<file path="config.mk">
export PLATFORM = sky130hd
export DESIGN_NAME = avg_window_sequencer
export DESIGN_NICKNAME = d
export VERILOG_FILES = /design/src/rtl/avg_window_sequencer_pkg.sv /design/src/rtl/avg_wb_delay.sv /design/src/rtl/avg_window_sequencer.sv
export SDC_FILE = /design/constraint.sdc
export NUM_CORES = 1
export LEC_CHECK = 0
export BUFFER_PORTS_ARGS = -buffer_cell sky130_fd_sc_hd__buf_2
export CORE_UTILIZATION = 40
export CTS_CLUSTER_DIAMETER = 150
export DETAILED_ROUTE_END_ITERATION = 12
export GPL_ROUTABILITY_DRIVEN = 0
export SYNTH_ARGS = -nofsm -noshare
export SYNTH_HDL_FRONTEND = slang
export SYNTH_SLANG_ARGS = --single-unit
</file>
<file path="constraint.sdc">
create_clock -name clk -period 8.3 [get_ports clk]
set_input_delay 0.415 -clock clk [delete_from_list [all_inputs] [get_ports clk]]
set_output_delay 0.415 -clock clk [all_outputs]
set_load 0.02 [all_outputs]
</file>
<file path="src/rtl/avg_window_sequencer_pkg.sv">
`default_nettype none
// ============================================================================
//  Module      : avg_window_sequencer_pkg
//  Description : Shared constants, tap slot indices and FSM encoding for the
//                3x3 RGB444 averaging-filter window sequencer.
//                Tap slot k occupies window bits [tap_lsb(k)+11 : tap_lsb(k)],
//                i.e. bit offset 96-12k, so the centre pixel sits in the MSBs.
//  Revision    : 1.0 - initial release
// ============================================================================
package avg_window_sequencer_pkg;

    localparam int PIX_W  = 12;
    localparam int WIN_W  = 108;
    localparam int N_TAPS = 9;

    // Fetch order of the neighbourhood; also the slot index in the window.
    localparam logic [3:0] TAP_CENTER    = 4'd0;
    localparam logic [3:0] TAP_LEFT      = 4'd1;
    localparam logic [3:0] TAP_RIGHT     = 4'd2;
    localparam logic [3:0] TAP_UP        = 4'd3;
    localparam logic [3:0] TAP_DOWN      = 4'd4;
    localparam logic [3:0] TAP_UPLEFT    = 4'd5;
    localparam logic [3:0] TAP_UPRIGHT   = 4'd6;
    localparam logic [3:0] TAP_DOWNLEFT  = 4'd7;
    localparam logic [3:0] TAP_DOWNRIGHT = 4'd8;

    typedef enum logic [2:0] {
        ST_IDLE  = 3'd0,
        ST_FETCH = 3'd1,
        ST_DRAIN = 3'd2,
        ST_EMIT  = 3'd3,
        ST_FLUSH = 3'd4,
        ST_DONE  = 3'd5
    } state_t;

    // LSB position of tap slot k inside the packed window.
    function automatic int tap_lsb(input logic [3:0] k);
        return (N_TAPS - 1 - int'(k)) * PIX_W;
    endfunction

endpackage
`default_nettype wire

</file>
<file path="src/rtl/avg_wb_delay.sv">
`default_nettype none
// ============================================================================
//  Module      : avg_wb_delay
//  Description : DEPTH-stage shift register carrying {valid, addr} from the
//                window strobe to the destination write port. Cleared by the
//                synchronous reset.
//  Ports       : clk, reset        - clock / synchronous active-high reset
//                i_valid, i_addr   - entry pushed every cycle
//                o_valid, o_addr   - last stage (write enable / address)
//                o_any             - some stage still holds a valid entry
//  Revision    : 1.0 - initial release
// ============================================================================
module avg_wb_delay #(
    parameter int DEPTH  = 4,
    parameter int ADDR_W = 15
) (
    input  logic              clk,
    input  logic              reset,
    input  logic              i_valid,
    input  logic [ADDR_W-1:0] i_addr,
    output logic              o_valid,
    output logic [ADDR_W-1:0] o_addr,
    output logic              o_any
);

    logic [DEPTH-1:0] r_valid;
    logic [ADDR_W-1:0] r_addr [DEPTH];

    always_ff @(posedge clk) begin
        if (reset) begin
            r_valid <= '0;
            for (int i = 0; i < DEPTH; i++) begin
                r_addr[i] <= '0;
            end
        end else begin
            for (int i = DEPTH - 1; i > 0; i--) begin
                r_valid[i] <= r_valid[i-1];
                r_addr[i]  <= r_addr[i-1];
            end
            r_valid[0] <= i_valid;
            r_addr[0]  <= i_addr;
        end
    end

    assign o_valid = r_valid[DEPTH-1];
    assign o_addr  = r_addr[DEPTH-1];
    assign o_any   = |r_valid;

endmodule
`default_nettype wire

</file>
<file path="src/rtl/avg_window_sequencer.sv">
`default_nettype none
// ============================================================================
//  Module      : avg_window_sequencer
//  Description : Frame controller for the 3x3 averaging filter. Walks the
//                image in raster order, reads the 9 clamped neighbours of each
//                pixel (11 cycles per pixel), packs them into the 108-bit
//                window and issues the delayed destination write.
//  Ports       : clk, reset              - clock / sync active-high reset
//                start                   - frame start pulse (IDLE only)
//                busy, done              - status / end-of-frame pulse
//                src_rd_en, src_addr     - source RAM read port
//                src_data                - source pixel, 1 cycle after read
//                window_data/valid       - packed window to the filter
//                dst_we, dst_addr        - destination RAM write port
//  Revision    : 1.0 - initial release
// ============================================================================
module avg_window_sequencer
    import avg_window_sequencer_pkg::*;
#(
    parameter int IMG_W      = 160,
    parameter int IMG_H      = 120,
    parameter int ADDR_W     = 15,
    parameter int FILTER_LAT = 4
) (
    input  logic              clk,
    input  logic              reset,
    input  logic              start,
    output logic              busy,
    output logic              done,
    output logic              src_rd_en,
    output logic [ADDR_W-1:0] src_addr,
    input  logic [PIX_W-1:0]  src_data,
    output logic [WIN_W-1:0]  window_data,
    output logic              window_valid,
    output logic              dst_we,
    output logic [ADDR_W-1:0] dst_addr
);

    localparam int X_W = (IMG_W > 1) ? $clog2(IMG_W) : 1;
    localparam int Y_W = (IMG_H > 1) ? $clog2(IMG_H) : 1;
    localparam logic [X_W-1:0]    c_X_MAX    = X_W'(IMG_W - 1);
    localparam logic [Y_W-1:0]    c_Y_MAX    = Y_W'(IMG_H - 1);
    localparam logic [ADDR_W-1:0] c_ROW_STEP = ADDR_W'(IMG_W);

    state_t            r_state, w_next_state;
    logic [3:0]        r_k;
    logic [X_W-1:0]    r_x;
    logic [Y_W-1:0]    r_y;
    logic [ADDR_W-1:0] r_row;           // y*IMG_W, kept incrementally
    logic              r_cap_en;        // src_data this cycle belongs to r_cap_k
    logic [3:0]        r_cap_k;
    logic [WIN_W-1:0]  r_stage;         // window being assembled
    logic [WIN_W-1:0]  r_window;        // window presented to the filter

    logic              w_fetch, w_emit, w_last, w_any;
    logic [X_W-1:0]    w_x_lo, w_x_hi, w_tap_col;
    logic [ADDR_W-1:0] w_row_up, w_row_dn, w_tap_row, w_tap_addr;

    assign w_fetch = (r_state == ST_FETCH);
    assign w_emit  = (r_state == ST_EMIT);
    assign w_last  = (r_x == c_X_MAX) && (r_y == c_Y_MAX);

    // ---------------------------------------------------------------- FSM
    always_ff @(posedge clk) begin
        if (reset) r_state <= ST_IDLE;
        else       r_state <= w_next_state;
    end

    always_comb begin
        w_next_state = r_state;
        case (r_state)
            ST_IDLE:  if (start) w_next_state = ST_FETCH;
            ST_FETCH: if (r_k == TAP_DOWNRIGHT) w_next_state = ST_DRAIN;
            ST_DRAIN: w_next_state = ST_EMIT;
            ST_EMIT:  w_next_state = w_last ? ST_FLUSH : ST_FETCH;
            ST_FLUSH: if (!w_any) w_next_state = ST_DONE;
            ST_DONE:  w_next_state = ST_IDLE;
            default:  w_next_state = ST_IDLE;
        endcase
    end

    // ------------------------------------------------- raster / tap counters
    always_ff @(posedge clk) begin
        if (reset) begin
            r_k   <= '0;
            r_x   <= '0;
            r_y   <= '0;
            r_row <= '0;
        end else if (r_state == ST_IDLE) begin
            if (start) begin
                r_k   <= '0;
                r_x   <= '0;
                r_y   <= '0;
                r_row <= '0;
            end
        end else if (w_fetch) begin
            r_k <= (r_k == TAP_DOWNRIGHT) ? 4'd0 : r_k + 4'd1;
        end else if (w_emit) begin
            if (r_x == c_X_MAX) begin
                r_x   <= '0;
                r_y   <= r_y + 1'b1;
                r_row <= r_row + c_ROW_STEP;
            end else begin
                r_x <= r_x + 1'b1;
            end
        end
    end

    // --------------------------------------------- clamped tap addressing
    always_comb begin
        w_x_lo    = (r_x == '0)      ? r_x   : r_x - 1'b1;
        w_x_hi    = (r_x == c_X_MAX) ? r_x   : r_x + 1'b1;
        w_row_up  = (r_y == '0)      ? r_row : r_row - c_ROW_STEP;
        w_row_dn  = (r_y == c_Y_MAX) ? r_row : r_row + c_ROW_STEP;
        w_tap_col = r_x;
        w_tap_row = r_row;
        case (r_k)
            TAP_LEFT:      w_tap_col = w_x_lo;
            TAP_RIGHT:     w_tap_col = w_x_hi;
            TAP_UP:        w_tap_row = w_row_up;
            TAP_DOWN:      w_tap_row = w_row_dn;
            TAP_UPLEFT:    begin w_tap_row = w_row_up; w_tap_col = w_x_lo; end
            TAP_UPRIGHT:   begin w_tap_row = w_row_up; w_tap_col = w_x_hi; end
            TAP_DOWNLEFT:  begin w_tap_row = w_row_dn; w_tap_col = w_x_lo; end
            TAP_DOWNRIGHT: begin w_tap_row = w_row_dn; w_tap_col = w_x_hi; end
            default:       ;
        endcase
        w_tap_addr = w_tap_row + ADDR_W'(w_tap_col);
    end

    // ------------------------------------------------------ window capture
    // Taps 0..7 land in the staging register; tap 8 arrives in DRAIN and is
    // merged straight into the output copy so window_data only changes once
    // per pixel, right as EMIT begins.
    always_ff @(posedge clk) begin
        if (reset) begin
            r_cap_en <= 1'b0;
            r_cap_k  <= '0;
            r_stage  <= '0;
            r_window <= '0;
        end else begin
            r_cap_en <= w_fetch;
            r_cap_k  <= r_k;
            if (r_cap_en) begin
                if (r_cap_k == TAP_DOWNRIGHT) begin
                    r_window <= {r_stage[WIN_W-1:PIX_W], src_data};
                end else begin
                    r_stage[tap_lsb(r_cap_k) +: PIX_W] <= src_data;
                end
            end
        end
    end

    // ---------------------------------------------- write-back delay line
    avg_wb_delay #(
        .DEPTH  (FILTER_LAT),
        .ADDR_W (ADDR_W)
    ) u_wb_delay (
        .clk     (clk),
        .reset   (reset),
        .i_valid (w_emit),
        .i_addr  (r_row + ADDR_W'(r_x)),
        .o_valid (dst_we),
        .o_addr  (dst_addr),
        .o_any   (w_any)
    );

    assign busy         = (r_state != ST_IDLE);
    assign done         = (r_state == ST_DONE);
    assign src_rd_en    = w_fetch;
    assign src_addr     = w_fetch ? w_tap_addr : '0;
    assign window_valid = w_emit;
    assign window_data  = r_window;

endmodule
`default_nettype wire

</file>
==> out/results.md <==
| Item | Value | Unit |
|:---|:---|:---|
| Initial standard-cell utilization of the core | 0.408 | - |
| Crit-path most repeated cell | sky130_fd_sc_hd__ha_1 | - |
| Cts hold-fix bufs | 0 | - |
| Floorplan die area | 0.0350 | mm^2 |
| Rows | 67 | - |
| DRC Markers | 0 | - |
| Category of the worst setup path launch point | flip-flop | - |
| #FFs+latches synth | 305 | - |
| Worst Reg2Reg Path Length in Cells | 22 | - |
| Class of the tightest hold or removal check | in -> reg | - |
| Max-cap viol count | 0 | - |
| Horizontal extent of the die | 187 | um |
| Clock tree from TritonCTS | built | - |
| Avg WL per Cell | 16.6 | um |
| Total setup buffers inserted after CTS | 0 | - |
| Async set-reset flop share out of synthesis | 0 | - |
| Time the final worst path needs with I/O delays and setup | 7.01 | ns |
| Residual antenna-violating net count after detailed routing | 0 | - |
| Peak Freq | 143 | MHz |
| Result of the run | finished clean | - |
| Setup repair after global routing missed its margin | no | - |
| Part of the Yosys area used for sequential elements | 0.445 | - |
| Floorplan die height | 187 | um |
| Sequential standard cell area | 0.00611 | mm^2 |
| Post-Route WL | 36,800 | um |
| Area of all placed cells without fillers | 0.0159 | mm^2 |
| WP data arrival | 7.44 | ns |
| Fraction of the cycle the final worst path needs | 0.844 | - |
| Synthesized area per cell | 8.37 | um^2 |
| Filler Cell Count | 3,316 | - |
| Number of DRC markers after the initial detailed-route iteration | 930 | - |
| Syn nets | 1,690 | - |
| Clock latency of the later-clocked register in the worst-skew pair | 0.52 | ns |
| Dominant register cell in the synthesized netlist | sky130_fd_sc_hd__dfxtp_1 | - |
| Syn Inst Count | 1,638 | - |
| Start of the worst register-to-register path | r_cap_k[0] | - |
| Total number of clock tree sinks | 305 | - |
| Number of buffers added on ports | 157 | - |
| Number of cells upsized or downsized after cts | 0 | - |
| Worst hold endpoint | window_data[4] | - |
| Static Leak | 6.33 | nW |
| Detail Placement HPWL | 25,900 | um |
| Peak per-stage delay on the critical path | 0.76 | ns |
| Drt pass-1 iters | 6 | - |
| Worst Setup Path Type | reg -> reg | - |
| Maximum number of pins on one net before global-route repair | 109 | - |
| Worst Path Required | 8.73 | ns |
| Max_slew headroom | 0.241 | - |
| Final Slew Violations | 0 | - |
| Total number of yosys warnings | 0 | - |
| Post-synthesis instance area | 0.0137 | mm^2 |
| Area of the core | 0.0336 | mm^2 |
| Worst path buffer plus inverter count | 4 | - |
| Number of distinct library cells after synthesis | 91 | - |
| Count of boundary I/O pins | 158 | - |
| Placed cells | 2,157 | - |
| Largest driver fanout on the critical path | 25 | - |
| Num CTS Buffers | 34 | - |
| Top delay family on crit path | simple AND/OR/NAND/NOR gates | - |
| Setup TNS | 0 | ns |
| CTS H-tree lvls | 2 | - |
| Hold violation count in the final report | 0 | - |
| Largest vdd supply drop | 0.000113 | V |
| CP max stage cell | sky130_fd_sc_hd__nor3_4 | - |
| Worst Clk Skew | 0.0274 | ns |
| Share of post-route cells with drive strength above 1 | 0.167 | - |
| Post-Place Cell Area | 0.0148 | mm^2 |
| Multi-input gate area | 0.00712 | mm^2 |
| WHS Path Cells | 3 | - |
| Clock-pin transition on the worst setup and hold timing paths | 0.06 | ns |
| Cell breakdown of the critical path | buf_4, inv_1, ha_1, xor2_2, inv_1, ha_1, ha_1, inv_1, fa_1, nand2b_1, a211oi_1, o211ai_1, a21oi_2, nand2_1, ha_1, or4b_1, nor4_1, nand3_1, nor3_4, nand3_1, or3b_1, a21oi_1 | - |
| Initial antenna violation count | 1 | - |
| Reg-to-reg setup timing slack | 1.29 | ns |
| Overflow after GRT | 0 | - |
| Area added between synthesis and finish | 15.8 | % |
| Vias in the first global route | 10,800 | - |
| Wire length of the first global-routing pass | 58,800 | um |
| Startpoint of the tightest hold check path | src_data[4] | - |
| Post-synth EDFFs | 0 | - |
| Reg-to-Reg End | r_stage[64] | - |
| Maximum buffer depth of the clock tree | 3 | - |
| Post-Layout Cell Count | 2,221 | - |
| Detail-routed via count per cell | 5.31 | - |
| Clock root buffer | sky130_fd_sc_hd__clkbuf_16 | - |
| Final #Nets | 1,797 | - |
| Number of endpoints failing setup at the final stage | 0 | - |
| Total routing usage reported by global routing | 0.206 | - |
| Transition at the pin with the smallest max-transition slack | 1.14 | ns |
| Total power divided by cell area | 195 | mW/mm^2 |
| Sort of element at the end of the critical path | flip-flop | - |
| Total number of vias | 11,800 | - |
routing by layer:
metal | share of wire | global-route usage | up-vias
li1 | - | - | 5834
met1 | 0.47 | 0.289 | 5549
met2 | 0.45 | 0.326 | 336
met3 | 0.056 | 0.0302 | 66
met4 | 0.023 | 0.0631 | 0
met5 | 0 | 0 | -
cells in the mapped netlist (all sizes together), types with 4 or more instances:
| library cell | instances | area [um^2] |
|---|---|---|
| or4 | 4 | 30.0 |
| nor3b | 6 | 45.0 |
| or2 | 6 | 37.5 |
| xor2 | 12 | 113 |
| nand2b | 10 | 62.6 |
| or3 | 14 | 87.6 |
| dfxtp | 305 | 6110 |
| xnor2 | 22 | 208 |
| o21ai | 56 | 292 |
| ha | 36 | 450 |
| nor4 | 7 | 50.1 |
| nand2 | 342 | 1290 |
| a211oi | 4 | 30.0 |
| or3b | 4 | 35.0 |
| nor3 | 38 | 211 |
| mux2 | 27 | 304 |
| a31oi | 5 | 31.3 |
| and3 | 20 | 126 |
| o211ai | 5 | 42.5 |
| a21o | 4 | 30.0 |
| o22ai | 8 | 50.1 |
| mux2i | 50 | 500 |
| a21oi | 160 | 805 |
| clkbuf | 77 | 289 |
| o32ai | 4 | 72.6 |
| a22oi | 24 | 180 |
| nand3 | 39 | 205 |
| nor2b | 78 | 488 |
| a311oi | 5 | 43.8 |
| nand4 | 4 | 25.0 |
| o221ai | 5 | 43.8 |
| a211o | 6 | 52.6 |
| buf | 16 | 91.3 |
| nand3b | 8 | 72.6 |
| nor2 | 133 | 514 |
| and2 | 7 | 43.8 |
| inv | 30 | 113 |
| a31o | 8 | 70.1 |
| a22o | 6 | 52.6 |
registers in the layout (all words and copies together), names as in the netlist, 3 cells and up:
register / cells
u_wb_delay.r_valid: 4
r_k: 4
u_wb_delay.r_addr: 60
r_state: 3
window_data: 108
r_cap_k: 4
r_x: 8
r_y: 7
r_row: 10
r_stage: 96
layout by cell type (no fill, tap or decap), drive strengths merged, types with 4 or more instances in the layout:
master and n:
nor3 38, or2 6, inv 32, a22o 6, a22oi 24, o21ai 56, a311oi 5, o22ai 8
nand2b 10, a211oi 4, mux2 27, or3 14, a21oi 160, nor3b 6, and2 7, nand2 342
mux2i 50, clkbuf 47, and3 20, xnor2 22, nor4 7, or3b 4, nand3b 8, a31oi 5
clkinv 10, o211ai 5, nand4 4, a211o 6, a21o 4, buf 164, o32ai 4, or4 4
nand3 39, a31o 8, nor2 133, nor2b 78, dfxtp 305, o221ai 5, xor2 12, ha 36
metrics by stage:
step	util	power [W]	setup slack (ns)	hold WS, ns
floorplan	-	0.00161	2.74	0.414
global placement	0.439	0.00165	1.72	0.418
detailed placement	0.439	0.00165	1.41	0.420
CTS	0.472	0.00313	1.38	0.172
global route	0.472	0.00321	0.777	0.182
finish	0.472	0.00310	1.29	0.185
layout make-up:
| cell class | count | area share |
|---|---|---|
| multi-input cells | 1208 | 0.449 |
| flip-flops and latches | 305 | 0.384 |
| clock buffers | 47 | 0.0624 |
| repair buffers | 164 | 0.0532 |
| well taps | 448 | 0.0353 |
| clock inverters | 14 | 0.00811 |
| inverters | 32 | 0.00756 |
| diodes | 3 | 0.000473 |
kinds of logic (layout without fill, tap and decap cells):
| group | Yosys count | count (layout) | synth area share |
|---|---|---|---|
| adder cells (fa/ha/maj) | 37 | 37 | 0.0343 |
| XOR/XNOR | 35 | 35 | 0.0250 |
| multiplexers | 77 | 77 | 0.0587 |
| flip-flops | 305 | 305 | 0.445 |
| AND/OR/NAND/NOR | 730 | 730 | 0.250 |
| buffers and inverters | 125 | 257 | 0.0365 |
| AO/OA/AOI/OAI | 328 | 328 | 0.150 |
| other | 1 | 4 | 0.000273 |
worst reg2reg max path: stages, from the launching register on:
cell and delay (ns):
sky130_fd_sc_hd__dfxtp_1 0.30, sky130_fd_sc_hd__buf_4 0.28, sky130_fd_sc_hd__inv_1 0.19, sky130_fd_sc_hd__ha_1 0.30, sky130_fd_sc_hd__xor2_2 0.33, sky130_fd_sc_hd__inv_1 0.22, sky130_fd_sc_hd__ha_1 0.33, sky130_fd_sc_hd__ha_1 0.16
sky130_fd_sc_hd__inv_1 0.06, sky130_fd_sc_hd__fa_1 0.42, sky130_fd_sc_hd__nand2b_1 0.21, sky130_fd_sc_hd__a211oi_1 0.36, sky130_fd_sc_hd__o211ai_1 0.18, sky130_fd_sc_hd__a21oi_2 0.36, sky130_fd_sc_hd__nand2_1 0.11, sky130_fd_sc_hd__ha_1 0.28
sky130_fd_sc_hd__or4b_1 0.51, sky130_fd_sc_hd__nor4_1 0.30, sky130_fd_sc_hd__nand3_1 0.20, sky130_fd_sc_hd__nor3_4 0.76, sky130_fd_sc_hd__nand3_1 0.45, sky130_fd_sc_hd__or3b_1 0.47, sky130_fd_sc_hd__a21oi_1 0.14
report_power, final:
| part | internal (W) | switching (W) | total [W] | leakage (nW) |
|---|---|---|---|---|
| Sequential | 0.00147 | 0.00000394 | 0.00147 | 2.46 |
| Combinational | 0.0000393 | 0.000108 | 0.000147 | 3.33 |
| Clock | 0.000876 | 0.000603 | 0.00148 | 0.548 |
| Total | 0.00238 | 0.000714 | 0.00310 | 6.33 |
worst max path at each step:
stage,start,to,cells past startpoint
floorplan,r_cap_k[0],r_stage[32],24
global placement,r_cap_k[0],r_stage[64],22
detailed placement,r_cap_k[0],r_stage[65],22
CTS,r_cap_k[0],r_stage[64],22
global route,r_cap_k[0],r_stage[64],22
finish,r_cap_k[0],r_stage[64],22
No activity file was read; power rests on OpenSTA's default activity.
